<file path="config.mk">
export PLATFORM = sky130hd
export DESIGN_NAME = operand_conditioner
export DESIGN_NICKNAME = d
export VERILOG_FILES = /design/src/rtl/operand_conditioner_pkg.sv /design/src/rtl/operand_conditioner_transform.sv /design/src/rtl/operand_conditioner.sv
export SDC_FILE = /design/constraint.sdc
export NUM_CORES = 1
export LEC_CHECK = 0
export ABC_AREA = 1
export BUFFER_PORTS_ARGS = -buffer_cell sky130_fd_sc_hd__clkbuf_2
export CAP_MARGIN = 5
export CORE_ASPECT_RATIO = 1.5
export CORE_UTILIZATION = 32
export CTS_CLUSTER_SIZE = 28
export DETAILED_ROUTE_END_ITERATION = 10
export SYNTH_ARGS = -nofsm -noshare
export SYNTH_HDL_FRONTEND = slang
export SYNTH_HIERARCHICAL = 1
export SYNTH_SLANG_ARGS = --single-unit
</file>
<file path="constraint.sdc">
create_clock -name Clk -period 1.65 [get_ports Clk]
set_input_delay 0.33 -clock Clk [delete_from_list [all_inputs] [get_ports Clk]]
set_output_delay 0.33 -clock Clk [all_outputs]
set_load 0.05 [all_outputs]
</file>
<file path="src/rtl/operand_conditioner_pkg.sv">
// -----------------------------------------------------------------------------
// alu_cond_pkg
// Shared types and helpers for the ALU B-input operand conditioner.
//   cond_mode_t   : transform select carried on the Mode port
//   COND_MODE_W   : width of the Mode field
//   nines_nibble  : BCD nines' complement of one nibble, wrapping mod 16
// -----------------------------------------------------------------------------
package alu_cond_pkg;

    localparam int COND_MODE_W = 3;

    // Codes 6 and 7 are reserved; they pass the operand and flag ModeErr.
    typedef enum logic [COND_MODE_W-1:0] {
        PASS   = 3'd0,
        INVERT = 3'd1,
        NEGATE = 3'd2,
        NINES  = 3'd3,
        ZERO   = 3'd4,
        ONES   = 3'd5
    } cond_mode_t;

    // 9 - d, truncated to 4 bits, so non-BCD digits wrap (A -> F, F -> A).
    function automatic logic [3:0] nines_nibble(input logic [3:0] digit);
        return 4'd9 - digit;
    endfunction

endpackage

</file>
<file path="src/rtl/operand_conditioner_transform.sv">
// -----------------------------------------------------------------------------
// cond_transform
// Purely combinational operand transform feeding the conditioner registers.
//   data     in  WIDTH : operand
//   mode     in  3     : transform select (cond_mode_t)
//   result   out WIDTH : transformed operand
//   carry    out 1     : carry out of the NEGATE increment, 0 otherwise
//   zero     out 1     : result is all zeros
//   mode_err out 1     : mode is a reserved code
// WIDTH must be a multiple of 4 and at least 4.
// -----------------------------------------------------------------------------
module cond_transform
    import alu_cond_pkg::*;
#(
    parameter int WIDTH = 8
) (
    input  logic [WIDTH-1:0]       data,
    input  logic [COND_MODE_W-1:0] mode,
    output logic [WIDTH-1:0]       result,
    output logic                   carry,
    output logic                   zero,
    output logic                   mode_err
);

    logic [WIDTH-1:0] result_s;
    logic             carry_s;
    logic             mode_err_s;

    // Select the transform; reserved codes fall through to pass with an error flag.
    always_comb begin
        result_s   = data;
        carry_s    = 1'b0;
        mode_err_s = 1'b0;
        case (mode)
            PASS:   result_s = data;
            INVERT: result_s = ~data;
            // Carry only escapes when ~data is all ones, i.e. data == 0.
            NEGATE: {carry_s, result_s} = {1'b0, ~data} + {{WIDTH{1'b0}}, 1'b1};
            NINES: begin
                for (int i = 0; i < WIDTH / 4; i++) begin
                    result_s[i*4 +: 4] = nines_nibble(data[i*4 +: 4]);
                end
            end
            ZERO:   result_s = {WIDTH{1'b0}};
            ONES:   result_s = {WIDTH{1'b1}};
            default: begin
                result_s   = data;
                mode_err_s = 1'b1;
            end
        endcase
    end

    assign result   = result_s;
    assign carry    = carry_s;
    assign zero     = (result_s == {WIDTH{1'b0}});
    assign mode_err = mode_err_s;

endmodule

</file>
<file path="src/rtl/operand_conditioner.sv">
// -----------------------------------------------------------------------------
// operand_conditioner
// Pipelined ALU B-input conditioner: transform, then a main register (M) with
// a one-entry skid register (S) behind a valid/ready handshake.
//   Clk      in  1     : rising-edge clock
//   Rst_n    in  1     : asynchronous active-low reset
//   InValid  in  1     : producer offers DataBus/Mode
//   InReady  out 1     : operand can be accepted (skid register empty)
//   DataBus  in  WIDTH : operand
//   Mode     in  3     : transform select (cond_mode_t)
//   OutValid out 1     : DataOut and flags valid
//   OutReady in  1     : consumer takes the output this cycle
//   DataOut  out WIDTH : conditioned operand
//   CarryOut out 1     : NEGATE carry
//   ZeroOut  out 1     : DataOut == 0
//   ModeErr  out 1     : reserved Mode used for this result
// -----------------------------------------------------------------------------
module operand_conditioner
    import alu_cond_pkg::*;
#(
    parameter int WIDTH = 8
) (
    input  logic                   Clk,
    input  logic                   Rst_n,
    input  logic                   InValid,
    output logic                   InReady,
    input  logic [WIDTH-1:0]       DataBus,
    input  logic [COND_MODE_W-1:0] Mode,
    output logic                   OutValid,
    input  logic                   OutReady,
    output logic [WIDTH-1:0]       DataOut,
    output logic                   CarryOut,
    output logic                   ZeroOut,
    output logic                   ModeErr
);

    // Payload layout: {data, carry, zero, mode_err}.
    localparam int PW = WIDTH + 3;
    localparam logic [PW-1:0] RESET_PAYLOAD = {{WIDTH{1'b0}}, 1'b0, 1'b1, 1'b0};

    logic [WIDTH-1:0] xf_data_s;
    logic             xf_carry_s;
    logic             xf_zero_s;
    logic             xf_err_s;
    logic [PW-1:0]    new_payload_s;
    logic [PW-1:0]    m_payload_r;
    logic [PW-1:0]    s_payload_r;
    logic             m_valid_r;
    logic             s_full_r;
    logic             accept_s;
    logic             drain_s;

    cond_transform #(.WIDTH(WIDTH)) u_transform (
        .data     (DataBus),
        .mode     (Mode),
        .result   (xf_data_s),
        .carry    (xf_carry_s),
        .zero     (xf_zero_s),
        .mode_err (xf_err_s)
    );

    assign new_payload_s = {xf_data_s, xf_carry_s, xf_zero_s, xf_err_s};

    // InReady depends only on the skid flop, so OutReady never reaches it.
    assign InReady  = ~s_full_r;
    assign accept_s = InValid & ~s_full_r;
    assign drain_s  = m_valid_r & OutReady;

    // M/S occupancy and data movement; S only fills while M is held.
    always_ff @(posedge Clk or negedge Rst_n) begin
        if (!Rst_n) begin
            m_valid_r   <= 1'b0;
            s_full_r    <= 1'b0;
            m_payload_r <= RESET_PAYLOAD;
            s_payload_r <= {PW{1'b0}};
        end else if (drain_s && s_full_r) begin
            // InReady is low here, so no accept can coincide.
            m_payload_r <= s_payload_r;
            s_full_r    <= 1'b0;
            m_valid_r   <= 1'b1;
        end else if (drain_s || !m_valid_r) begin
            m_valid_r <= accept_s;
            if (accept_s) begin
                m_payload_r <= new_payload_s;
            end else begin
                m_payload_r <= m_payload_r;
            end
        end else if (accept_s) begin
            s_payload_r <= new_payload_s;
            s_full_r    <= 1'b1;
        end else begin
            s_full_r <= s_full_r;
        end
    end

    assign OutValid = m_valid_r;
    assign DataOut  = m_payload_r[PW-1:3];
    assign CarryOut = m_payload_r[2];
    assign ZeroOut  = m_payload_r[1];
    assign ModeErr  = m_payload_r[0];

endmodule

</file>
**Word-level counts from Yosys, hierarchy flattened**

Cells that the tools add are included.

- Bits in registers: 24
- Input bits: 15
- Logic and storage cells: 41

- Add/subtract/negate cells: 3
- Equality and inequality tests: 6
- Muxes and demuxes: 11
- Bitwise logic cells: 6
- Reductions and logical operators: 11

Operator list:

| cell | number |
|---|---|
| one-hot mux 8 bit (5 select lines) | 1 |
| two-way mux 11 bit | 3 |
| adder 8 x 1 -> 9 bit, second input constant | 1 |
| zero test 8 bit | 1 |
| inverter 8 bit | 1 |
| subtractor 4 bit, first input constant | 2 |
| two-way mux 1 bit | 7 |
| equality test 3 x 2 -> 1 bit, second input constant | 2 |
| equality test 3 bit, second input constant | 2 |
| OR reduction 6 bit | 1 |
| AND reduction 2 bit | 2 |
| nonzero test 2 bit | 2 |
| equality test 3 x 1 -> 1 bit, second input constant | 1 |
| zero test 3 bit | 1 |
| inverter 1 bit | 3 |
| AND reduction 3 bit | 1 |
| AND 1 bit | 2 |
| != test 2 bit, second input constant | 1 |
| logical AND 1 bit | 1 |
| zero test 1 bit | 1 |
| logical OR 1 bit | 1 |

**Logic depth before layout (Yosys ltp)**

- Depth after elaboration: 7
- Depth in mapped cells: 15
- Mapped depth without buffers: 15

**Cells and area by module**

The synthesis kept the hierarchy.

By module, submodules not included:

| module | times used | cells an instance | area an instance (sq um) |
|---|---|---|---|
| operand_conditioner | 1 | 143 | 1129.8 |
| cond_transform | 1 | 130 | 589.3 |

**Least setup slack after synthesis**

OpenSTA, ideal clock, no wires.

- Path type: in2reg
- Start point: input DataBus[2]
- End point: register m_payload_r[1]
- Arrival time: 1494 ps
- Data required time: 1590 ps
- Path slack: 96 ps
- Cell stages on the path: 14
- Cells stage by stage: inv_1 -> ha_1 -> inv_1 -> nor2_1 -> nand3_1 -> nand2_1 -> nand2_1 -> o21bai_1 -> nand3_1 -> nor2_1 -> nand2_1 -> nand2_1 -> nand2_1 -> nand2_1

- Word-level cells in the longest chain between the ends: 7
- Elaborated cells between the ends (all ways): 8
- Those cells by class: add/sub (2); mux (4); bitwise (1); reduce/logical (1)

RTL lines:

| element | RTL line | text |
|---|---|---|
| start, declared | operand_conditioner.sv:27 | `input logic [WIDTH-1:0] DataBus,` |
| inverter 8 bit | operand_conditioner_transform.sv:36, operand_conditioner_transform.sv:38 |  |
| adder 8 x 1 -> 9 bit | operand_conditioner_transform.sv:38 | `NEGATE: {carry_s, result_s} = {1'b0, ~data} + {{WIDTH{1'b0}}, 1'b1};` |
| one-hot mux 8 bit (5 select lines) * | operand_conditioner_transform.sv:34 | `case (mode)` |
| zero test 8 bit * | operand_conditioner_transform.sv:55 | `assign zero = (result_s == {WIDTH{1'b0}});` |
| net xf_zero_s | operand_conditioner.sv:43 | `logic xf_zero_s;` |
| two-way mux 11 bit * | operand_conditioner.sv:83 | `if (accept_s) begin` |
| two-way mux 11 bit * | operand_conditioner.sv:81 | `end else if (drain_s \|\| !m_valid_r) begin` |
| two-way mux 11 bit * | operand_conditioner.sv:76 | `end else if (drain_s && s_full_r) begin` |
| end signal, assigned | operand_conditioner.sv:78 | `m_payload_r <= s_payload_r;` |
| end signal, assigned | operand_conditioner.sv:84 | `m_payload_r <= new_payload_s;` |
| end signal, assigned | operand_conditioner.sv:86 | `m_payload_r <= m_payload_r;` |
| end, declared | operand_conditioner.sv:46 | `logic [PW-1:0] m_payload_r;` |

Mark *: on every way through the listed nets, which the timed path passes. The rest lies on a longest branch. The select of a mux whose other input is x is not followed.
A chain may end at the register's enable or synchronous reset.

**Final worst setup path**

- Start point: input DataBus[1]
- End point: register m_payload_r[1]

Same word-level chain as after synthesis.

==> flow_metrics.tcl <==
set metrics [dict create \
    status "complete, no violations" \
    yosys.area_share.xor_xnor_pct 0.509 \
    maxSlewHeadroom_pct 61.7 \
    post_drt_via_cell_ratio 4.51 \
    final_net_count 343 \
    vdd.ir_drop.worst_uv 352 \
    clock_insertion_delay_worst_skew_ns 0.26 \
    num_antenna_cells 0 \
    finish.instance_area_sq_um 2170 \
    dpl_cell_area_sq_um 2100 \
    worst_setup_path_startpoint "DataBus[1]" \
    mappedNetlistArea_sq_um 1720 \
    pin_count_of_the_biggest_net_entering_global_routing 25 \
    synth_adder_area_share_pct 2.18 \
    grt_pass1_wl_um 7010 \
    drv_cap 0 \
    setup_total_negative_slack_ns 0 \
    die_x_um 61.8 \
    grt_pass1_vias 1651 \
    regToRegSetupSlack_ns 0.43 \
    cp_max_fo 5 \
    wl_per_cell_um 10.9 \
    io_pins 28 \
    category_of_the_most_critical_setup_path "in -> reg" \
    initial_core_util_pct 33.3 \
    ant_nets 0 \
    placed_cells 388 \
    global_route.overflow_total 0 \
    postCtsSetupBuffers 0 \
    cts_max_path_buffers 2 \
    hpwlAfterDp_um 3470 \
    syn_area_per_cell_sq_um 6.30 \
    synth_warnings 6 \
    cts_buffers 3 \
    critical_path_data_arrival_time_ns 1.70 \
    area.growth.synth_to_final_pct 26.2 \
    largest_family_of_logic_cells_by_synthesized_area "simple AND/OR/NAND/NOR gates" \
    drt_pass1_iterations 4 \
    reg_to_reg_critical_path_startpoint "s_full_r" \
    crit_required_ns 1.85 \
    final_cells 392 \
    leakagePower_nw 1.24 \
    final.setup_skew_ns 0.00502 \
    drtIter0Drc 90 \
    synth_seq_cells 24 \
    power.density_cell_area_nw_per_um2 1240 \
    placementRows 32 \
    worst_pin_slew_ns 0.575 \
    dieArea_sq_um 5680 \
    synth_nets 291 \
    number_of_antenna_violations_at_the_first_check_in_global_routing 0 \
    port_buffers 27 \
    fp.dieH_um 91.8 \
    final_max_slew_viol_count 0 \
    synth_compound_area_share_pct 6.55 \
    setup_violations_final 0 \
    cts-root-buf "clkbuf_8" \
    hold_violations 0 \
    grt_util_all_layers_pct 16.3 \
    seq_area_frac_synth_pct 35.0 \
    wirelength_um 4260 \
    detail_route.drc_violations 0 \
    vias 1769 \
    synth-simple-area-share_pct 44.5 \
    clock_tree.htree_level_count 1 \
    place_congestion 0.962 \
    tritoncts_num_sinks 24 \
    worstSetupStartpointType "primary input" \
    finalCoreUtilization_pct 42.0 \
    drive_above_1_share_pct 24.7 \
    cts_clk_pin_slew_worst_paths_ns 0.08 \
    period_minus_slack_ns 1.50 \
    post-route-period-util_pct 90.9 \
    max_freq_mhz 667 \
    end_kind "flop" \
    synth.lib_cells_used.distinct 25 \
    synthesis.instances 273 \
    floorplan.core_area_sq_um 5160 \
    worstHoldPathType "in -> async" \
    tritoncts "yes" \
    synth.area.mux_share_pct 0 \
    cts_hold_buf 0 \
]
[worst max-delay path: stages]
cell,delay (ns)
clkbuf_2,0.11
inv_2,0.08
ha_4,0.16
inv_1,0.05
nor2_2,0.11
nand3_1,0.08
nand2_1,0.07
nand2_1,0.04
o21bai_1,0.18
nand3_1,0.12
nor2_2,0.13
nand2_1,0.06
nand2_1,0.06
nand2_1,0.05
nand2_1,0.08
[worst paths after layout]
path / cells past startpoint / to
max: 15 / m_payload_r[1]
max reg2reg: 5 / m_payload_r[7]
min in group Clk: 3 / s_full_r
min: 1 / m_payload_r[2]
min reg2reg: 2 / m_payload_r[1]
max in group asynchronous: 1 / m_payload_r[1]
[sequential cells by signal (all words and copies together), names as in the netlist]
name and count:
m_payload_r 11, s_payload_r 11, OutValid 1, s_full_r 1
[kinds of logic (layout without fill, tap and decap cells)]
| logic type | Yosys count | after routing |
|---|---|---|
| AO/OA/AOI/OAI | 19 | 19 |
| flip-flops | 24 | 24 |
| AND/OR/NAND/NOR | 180 | 180 |
| XOR/XNOR | 1 | 1 |
| adder cells (fa/ha/maj) | 3 | 3 |
| buffers and inverters | 46 | 97 |
[routing by layer]
metal / vias to the layer above / GRT usage, % / wire, um
met2: 42 / 30.9 / 2280
met3: 9 / 0.987 / 87
met4: 0 / 8.33 / 156
met1: 771 / 16.4 / 1730
li1: 947 / - / -
met5: - / 0 / 0
[Yosys cell counts, drive strengths merged]
library cell	n	area (sq um)
nand2	116	438
inv	36	135
nor2	29	119
dfrtp	23	576
nand3	19	110
nand4	13	81.3
o21ai	12	60.1
buf	9	52.6
a21oi	5	36.3
ha	3	37.5
and2	2	12.5
clkinv	1	5.00
dfstp	1	26.3
nor3	1	5.00
o21bai	1	7.51
o2bb2ai	1	8.76
xor2	1	8.76
[placed cells by master (no fill, tap or decap), types with 2 or more instances in the layout]
cell	n
clkbuf_8	3
nor2_1	24
nand3_2	3
clkbuf_2	27
nor2_2	4
inv_2	6
a21oi_2	3
nand3_1	16
buf_4	29
inv_1	30
o21ai_1	11
dfrtp_1	23
nand4_1	13
a21oi_1	2
nand2_1	115
and2_1	2
ha_1	2
[through the flow]
step / hold slack, ns / power, W / worst slack (ns)
2_1_floorplan: 0.0344 / 0.00200 / 0.0959
3_3_place_gp: 0.366 / 0.00235 / -0.284
3_5_place_dp: 0.367 / 0.00237 / -0.284
4_1_cts: 0.0804 / 0.00272 / 0.0116
5_1_grt: 0.0976 / 0.00293 / -0.00647
6_report: 0.0530 / 0.00269 / 0.151
[layout make-up]
cell class | instances | area [sq um]
inverters | 37 | 140
clock buffers | 4 | 45.0
multi-input cells | 203 | 945
repair buffers | 56 | 353
flip-flops and latches | 24 | 602
fillers | 585 | 3000
well taps | 68 | 85.1
[report_power, final]
part | switching (W) | internal (W)
Sequential | 0.000131 | 0.000811
Combinational | 0.000999 | 0.000406
Clock | 0.000171 | 0.000172
[what timing repair did]
item	4_1_cts	5_1_grt
pin swaps	0	2
setup endpoints to repair	1	8
gates resized for setup	1	6
No activity file was read; power rests on OpenSTA's default activity.
